### src/rtl/cla_nibble_sequencer.sv
// cla_nibble_sequencer
// Adds two WIDTH-bit operands by stepping one 4-bit carry-lookahead slice
// across the operands, least-significant nibble first, one nibble per clock.
// Operands arrive and results leave over valid/ready handshakes.
// Optional feature macro: CLA_SUB_EN adds a 'sub' port that turns the
// operation into a-b (b inverted at capture, carry-in forced to 1).
module cla_nibble_sequencer #(
    parameter int WIDTH = 16
) (
    input  logic             clk,
    input  logic             rst_n,
    input  logic             in_valid,
    output logic             in_ready,
    input  logic [WIDTH-1:0] a,
    input  logic [WIDTH-1:0] b,
    input  logic             cin,
`ifdef CLA_SUB_EN
    input  logic             sub,
`endif
    output logic             out_valid,
    input  logic             out_ready,
    output logic [WIDTH-1:0] sum,
    output logic             cout,
    output logic             busy
);

    localparam int N  = WIDTH / 4;
    localparam int IW = (N > 1) ? $clog2(N) : 1;
    localparam logic [IW-1:0] LAST_IDX = IW'(N - 1);

    typedef enum logic [1:0] {
        IDLE = 2'd0,
        RUN  = 2'd1,
        DONE = 2'd2
    } state_t;

    state_t state, state_nxt;

    // Operands held as nibble arrays so the active nibble is a plain index.
    logic [N-1:0][3:0] op_a;
    logic [N-1:0][3:0] op_b;
    logic [N-1:0][3:0] sum_r;
    logic [IW-1:0]     idx;
    logic              carry;
    logic              cout_r;

    logic              accept;
    logic              last_step;
    logic [4:0]        slice_res;

    // 4-bit generate/propagate lookahead; returns {c4, s[3:0]}.
    function automatic logic [4:0] cla4(input logic [3:0] x,
                                        input logic [3:0] y,
                                        input logic       c0);
        logic [3:0] g;
        logic [3:0] p;
        logic [4:0] c;
        g = x & y;
        p = x ^ y;
        c[0] = c0;
        c[1] = g[0] | (p[0] & c0);
        c[2] = g[1] | (p[1] & g[0]) | (p[1] & p[0] & c0);
        c[3] = g[2] | (p[2] & g[1]) | (p[2] & p[1] & g[0])
             | (p[2] & p[1] & p[0] & c0);
        c[4] = g[3] | (p[3] & g[2]) | (p[3] & p[2] & g[1])
             | (p[3] & p[2] & p[1] & g[0]) | (p[3] & p[2] & p[1] & p[0] & c0);
        return {c[4], p ^ c[3:0]};
    endfunction

    assign accept    = in_valid && (state == IDLE);
    assign last_step = (idx == LAST_IDX);
    assign slice_res = cla4(op_a[idx], op_b[idx], carry);

    assign sum  = sum_r;
    assign cout = cout_r;

    // State register; reset drops any operation in flight.
    always_ff @(posedge clk or negedge rst_n) begin
        if (!rst_n) begin
            state <= IDLE;
        end else begin
            state <= state_nxt;
        end
    end

    // Next-state and handshake decode, purely from the state register and inputs.
    always_comb begin
        state_nxt = state;
        in_ready  = 1'b0;
        out_valid = 1'b0;
        busy      = 1'b0;
        case (state)
            IDLE: begin
                in_ready = 1'b1;
                if (in_valid) state_nxt = RUN;
            end
            RUN: begin
                busy = 1'b1;
                if (last_step) state_nxt = DONE;
            end
            DONE: begin
                busy      = 1'b1;
                out_valid = 1'b1;
                if (out_ready) state_nxt = IDLE;
            end
            default: state_nxt = IDLE;
        endcase
    end

    // Operand capture at the input handshake; held untouched until the next accept.
    always_ff @(posedge clk) begin
        if (accept) begin
            op_a <= a;
`ifdef CLA_SUB_EN
            op_b <= sub ? ~b : b;
`else
            op_b <= b;
`endif
        end
    end

    // Nibble stepping: carry chain, result nibbles, index and final carry-out.
    always_ff @(posedge clk or negedge rst_n) begin
        if (!rst_n) begin
            sum_r  <= '0;
            cout_r <= 1'b0;
            idx    <= '0;
            carry  <= 1'b0;
        end else if (accept) begin
            sum_r  <= '0;
            cout_r <= 1'b0;
            idx    <= '0;
`ifdef CLA_SUB_EN
            carry  <= sub ? 1'b1 : cin;
`else
            carry  <= cin;
`endif
        end else if (state == RUN) begin
            sum_r[idx] <= slice_res[3:0];
            carry      <= slice_res[4];
            if (last_step) begin
                cout_r <= slice_res[4];
                idx    <= '0;
            end else begin
                idx    <= idx + IW'(1);
            end
        end
    end

endmodule

### config.mk
export PLATFORM = sky130hd
export DESIGN_NAME = cla_nibble_sequencer
export DESIGN_NICKNAME = d
export VERILOG_FILES = /design/src/rtl/cla_nibble_sequencer.sv
export SDC_FILE = /design/constraint.sdc
export NUM_CORES = 1
export LEC_CHECK = 0
export ABC_CLOCK_PERIOD_IN_PS = 4960
export CORE_ASPECT_RATIO = 0.8
export CORE_MARGIN = 2
export CORE_UTILIZATION = 50
export CTS_BUF_LIST = sky130_fd_sc_hd__clkbuf_8 sky130_fd_sc_hd__clkbuf_16
export DETAILED_ROUTE_END_ITERATION = 12
export HOLD_SLACK_MARGIN = 0.02
export PLACE_DENSITY_LB_ADDON = 0.3
export SYNTH_ARGS = -nofsm -noshare
export SYNTH_HDL_FRONTEND = slang
export SYNTH_SLANG_ARGS = --single-unit
### constraint.sdc
create_clock -name clk -period 4.96 [get_ports clk]
set_input_delay 0.992 -clock clk [delete_from_list [all_inputs] [get_ports clk]]
set_output_delay 0.992 -clock clk [all_outputs]
set_load 0.005 [all_outputs]
Word level (Yosys, flattened, before mapping)
Cells that the tools add are included.
- flip-flop bits (word level): 54
- output and inout bits: 20
- magnitude comparators: 2
- multiplexer cells: 24
- add/sub/neg operators: 1
- equality and inequality tests: 6
- reductions and logical operators: 8
- bitwise gates (word level): 29
- operators with widths (operator ; count):
    $mux 16 ; 2
    $and 1x1->1 ; 16
    $bmux 4 s2 ; 2
    $bwmux 16 ; 1
    $mux 2 ; 6
    $mux 4 ; 3
    $or 1x1->1 ; 10
    $demux 4 s2 ; 1
    $mux 1 ; 8
    $xor 4x4->4 ; 2
    $ne 2x2->1 const B ; 3
    $pmux 2 s3 ; 1
    $and 4x4->4 ; 1
    $eq 2x2->1 const B ; 2
    $reduce_bool 2->1 ; 2
    $lt 2x3->1 const B ; 1
    $reduce_and 3->1 ; 1
    $add 2x1->2 const B ; 1
    $eq 2x1->1 const B ; 1
    $ge 2x1->1 const B ; 1
    $logic_and 1x1->1 ; 2
    $logic_not 2->1 ; 1
    $reduce_and 2->1 ; 1
    $reduce_or 2->1 ; 1

Logic depth before layout (Yosys ltp)
- depth after elaboration: 11
- depth in mapped cells: 8
- gate-level depth less buffers: 7

Worst setup path before layout
OpenSTA, ideal clock, no wires.
- path type: register to register
- start: register idx[0]
- end: register carry
- setup slack: 2686 ps
- arrival: 2130 ps
- setup time: 144 ps
- data required time: 4816 ps
- period minus slack after synthesis: 2274 ps
- cell stages (with the launch flop): 8
- path buffers: 1
- path through: dfrtp_1 > buf_4 > mux4_2 > ha_1 > a211oi_2 > nor2_4 > o21ai_1 > a41oi_1
- word-level cells in the longest chain between the ends: 10
- elaborated cells between the ends (all ways): 19
- classes of those cells: mux (6); bitwise (13)
- ends and longest elaborated chain (element ; RTL line ; RTL):
    start, declared ; 43 ; logic [IW-1:0] idx;
    start signal, assigned ; 145 ; idx <= idx + IW'(1);
    $bmux 4 s2 ; 72 ; assign slice_res = cla4(op_a[idx], op_b[idx], carry);
    $mux 4 (not written as such) ; 72 ;
    $xor 4x4->4 or $and 4x4->4 (tied branches) ; 59, 58 ;
    $and 1x1->1 (on tied branches) ; 65, 66 ;
    $or 1x1->1 (tied with other cells) ; 65 ; c[4] = g[3] | (p[3] & g[2]) | (p[3] & p[2] & g[1])
    $or 1x1->1 or $and 1x1->1 (tied branches) ; 65, 66 ;
    $or 1x1->1 or $and 1x1->1 (tied branches) ; 66 ; | (p[3] & p[2] & p[1] & g[0]) | (p[3] & p[2] & p[1] & p[0] & c0);
    $or 1x1->1 (*) ; 66 ;
    $mux 1 (*) ; 138 ; end else if (state == RUN) begin
    $mux 1 (*) ; 129 ; end else if (accept) begin
    end signal, assigned ; 136 ; carry <= cin;
    end signal, assigned ; 140 ; carry <= slice_res[4];
    end, declared ; 44 ; logic carry;
Every way passes the cells marked *; elsewhere a longest branch is shown, timed or not. The select of a mux whose other input is x is not followed.
A chain may end at the register's enable or synchronous reset.

Worst setup path in the final report
- start: input in_valid
- end: register sum_r, in the netlist sum[15]
- word-level cells in the longest chain between the ends: 2
- elaborated cells between the ends (all ways): 3
- classes of those cells: mux (1); reduce/logical (2)
- ends and longest elaborated chain (element ; RTL line ; RTL):
    start, declared ; 12 ; input logic in_valid,
    $logic_and 1x1->1 (*) ; 70 ; assign accept = in_valid && (state == IDLE);
    $mux 16 or $reduce_bool 2->1 (tied branches) ; -- ;
    end signal, assigned by index ; 139 ; sum_r[idx] <= slice_res[3:0];
    end, declared ; 42 ; logic [N-1:0][3:0] sum_r;
Every way passes the cells marked *; elsewhere a longest branch is shown, timed or not.

==> results_dict.tcl <==
set metrics [dict create \
    outcome "completed" \
    routed_wirelength_um 4640 \
    rsz0062_at_grt "no" \
    die-area_um2 5590 \
    p_per_area_nw_per_um2 580 \
    syn_area_um2 2500 \
    synth_edf_count 32 \
    crit_chain "clkdlybuf4s50_1 > nand2_1 > inv_2 > nor3_1 > mux2i_1 > o211ai_1" \
    clk_pin_slew_worst_paths_ns 0.09 \
    synth-seq-cells 54 \
    peakVddDrop_uv 274 \
    grt_pass1_vias 1661 \
    grt-busiest-layer "met2" \
    critPathBufInv 2 \
    placed_area_um2 3090 \
    start_util_pct 53.1 \
    num_vias 1651 \
    stdcell_area_um2 3200 \
    avgViaCountPerCell 5.49 \
    finalHoldViolCount 0 \
    clock_sinks 54 \
    crit_type "input port to flip-flop" \
    slew_headroom_pct 31.4 \
    cts_max_level 2 \
    diodes 0 \
    rrSetupSlack_ns 2.25 \
    hpwlAfterDp_um 3300 \
    gr-total-overflow 0 \
    drv_cap 0 \
    fin_tns_setup_ns 0 \
    stdcell_count 301 \
    end_kind "flip-flop" \
    cts_made_buffers 5 \
    grtUsageMet1_pct 23.9 \
    crit_family "buffers and inverters" \
    grt_pass1_wl_um 7850 \
    cts_hold_buf 0 \
    fp.coreArea_um2 4710 \
    crit_required_ns 5.14 \
    cts_tree "yes" \
    ys_async_sr_fraction_pct 40.7 \
    netlist_instances 185 \
    final-setup-viol-count 0 \
    synth_area_per_cell_um2 13.5 \
    antenna_found_initial 0 \
    post_cts_resized 0 \
    crit_start "in_valid" \
    fin_ws_ns 2.13 \
    finalPower_mw 1.85 \
    syn_nets 235 \
    r2r-start "idx[0]" \
    drive_gt1_share_pct 9.54 \
    hold_start "sum[12]" \
    cp_max_fo 51 \
    slowest_delay_ns 0.79 \
    fmax_ghz 0.353 \
    fin_crit_ns 2.83 \
    syn_to_final_growth_pct 27.9 \
    post_drt_wl_per_cell_um 15.4 \
    ys_types 35 \
    drc 0 \
    p_leak_nw 1.20 \
    clock_skew_ns 0.00533 \
    routabilityCongestion 0.821 \
    cts.path.max_buffers 2 \
    synth_top_area_cell "edfxtp_1" \
    hold_path_class "flip-flop to flip-flop" \
    ioPinCount 57 \
    rows 22 \
    die_width_um 83.1 \
    start_kind "input port" \
    fp.dieH_um 67.2 \
    ys.warnings.count 0 \
    port_buffers 56 \
    root_buffer "clkbuf_8" \
    firstDrtPassIters 4 \
    clk-insertion-delay-late_ns 0.30 \
    slew_viol_final 0 \
    worstPathArrival_ns 3.02 \
    finalCritPeriodShare_pct 57.1 \
    slowest_stage "inv_2" \
    drtIter0Drc 125 \
    worstMarginPinSlew_ns 1.03 \
    met2_usage_pct 30.4 \
    grt_max_degree 52 \
    synth.top_cell.area_share_pct 38.4 \
    synth_most_common_cell "edfxtp_1" \
    whs_ns 0.531 \
    dpl.cell_count 293 \
    post_cts_buffers 0 \
    final_nets 290 \
    ys_top_cells_by_area "edfxtp_1 (38%), dfrtp_1 (22%), mux4_2 (7.2%)" \
    place_ws_ns 1.81 \
    synth_common_cells "edfxtp_1 (32), dfrtp_1 (22), nand2_1 (19), ha_1 (12), nor2_1 (11)" \
    final_util_pct 67.9 \
    drtAntennaViolNets 0 \
    track_usage_pct 18.3 \
    ys_seq_area_share_pct 60.5 \
    synth_ff_type "edfxtp_1" \
    met3_usage_pct 3.67 \
]
[worst min-delay path, cell delays in order (launching register included)]
cell and delay [ns]:
dfrtp_1 0.39, nand2_1 0.06, a21oi_1 0.05
[worst paths after layout]
path | end | depth (start not counted)
worst max-delay path | sum[15] | 6
min in group asynchronous | idx[1] | 1
max in group asynchronous | sum[15] | 1
worst min register to register | sum[12] | 2
worst max register to register | sum[3] | 6
worst min-delay path | sum[12] | 2
[report_power, final]
part | internal, mW | switching, mW | total (mW) | leakage (nW)
Combinational | 0.420 | 0.449 | 0.869 | 0.560
Sequential | 0.613 | 0.0831 | 0.696 | 0.591
Clock | 0.148 | 0.141 | 0.289 | 0.0541
[final cells by class]
type | count | area (um2)
sequential | 54 | 1510
fill | 359 | 1510
multi-input combinational | 114 | 908
timing repair buffer | 56 | 561
tap | 60 | 75.1
clock buffer | 5 | 68.8
clock inverter | 3 | 40.0
inverter | 9 | 33.8
[logic make-up after synthesis]
| kind of cell | synth area share [%] |
|---|---|
| buf+inv | 3.20 |
| simple gates | 10.3 |
| flops | 60.5 |
| mux | 11.2 |
| compound gates | 7.66 |
| fa+ha+maj | 6.81 |
| xor+xnor | 0.350 |
[metal layers]
layer	wire (um)	vias up
met5	0	-
met4	92	0
met3	239	8
met2	2140	64
met1	2170	791
li1	-	788
[sequential cells by signal, summed over array words and instances, names as in the netlist]
name,count
op_a,16
carry,1
cout,1
state,2
op_b,16
idx,2
sum,16
[cells in the final DEF (no fill, tap or decap), types with 8 or more instances in the layout]
cell / synthesis / layout
ha_1: 12 / 12
o21ai_0: 8 / 8
clkdlybuf4s50_1: 0 / 56
nor3_1: 8 / 8
mux2i_1: 10 / 10
inv_1: 8 / 8
dfrtp_1: 22 / 22
edfxtp_1: 32 / 32
mux4_2: 8 / 8
nor2_1: 11 / 11
nand2_1: 19 / 19
Power figures use the tool's default switching activity.
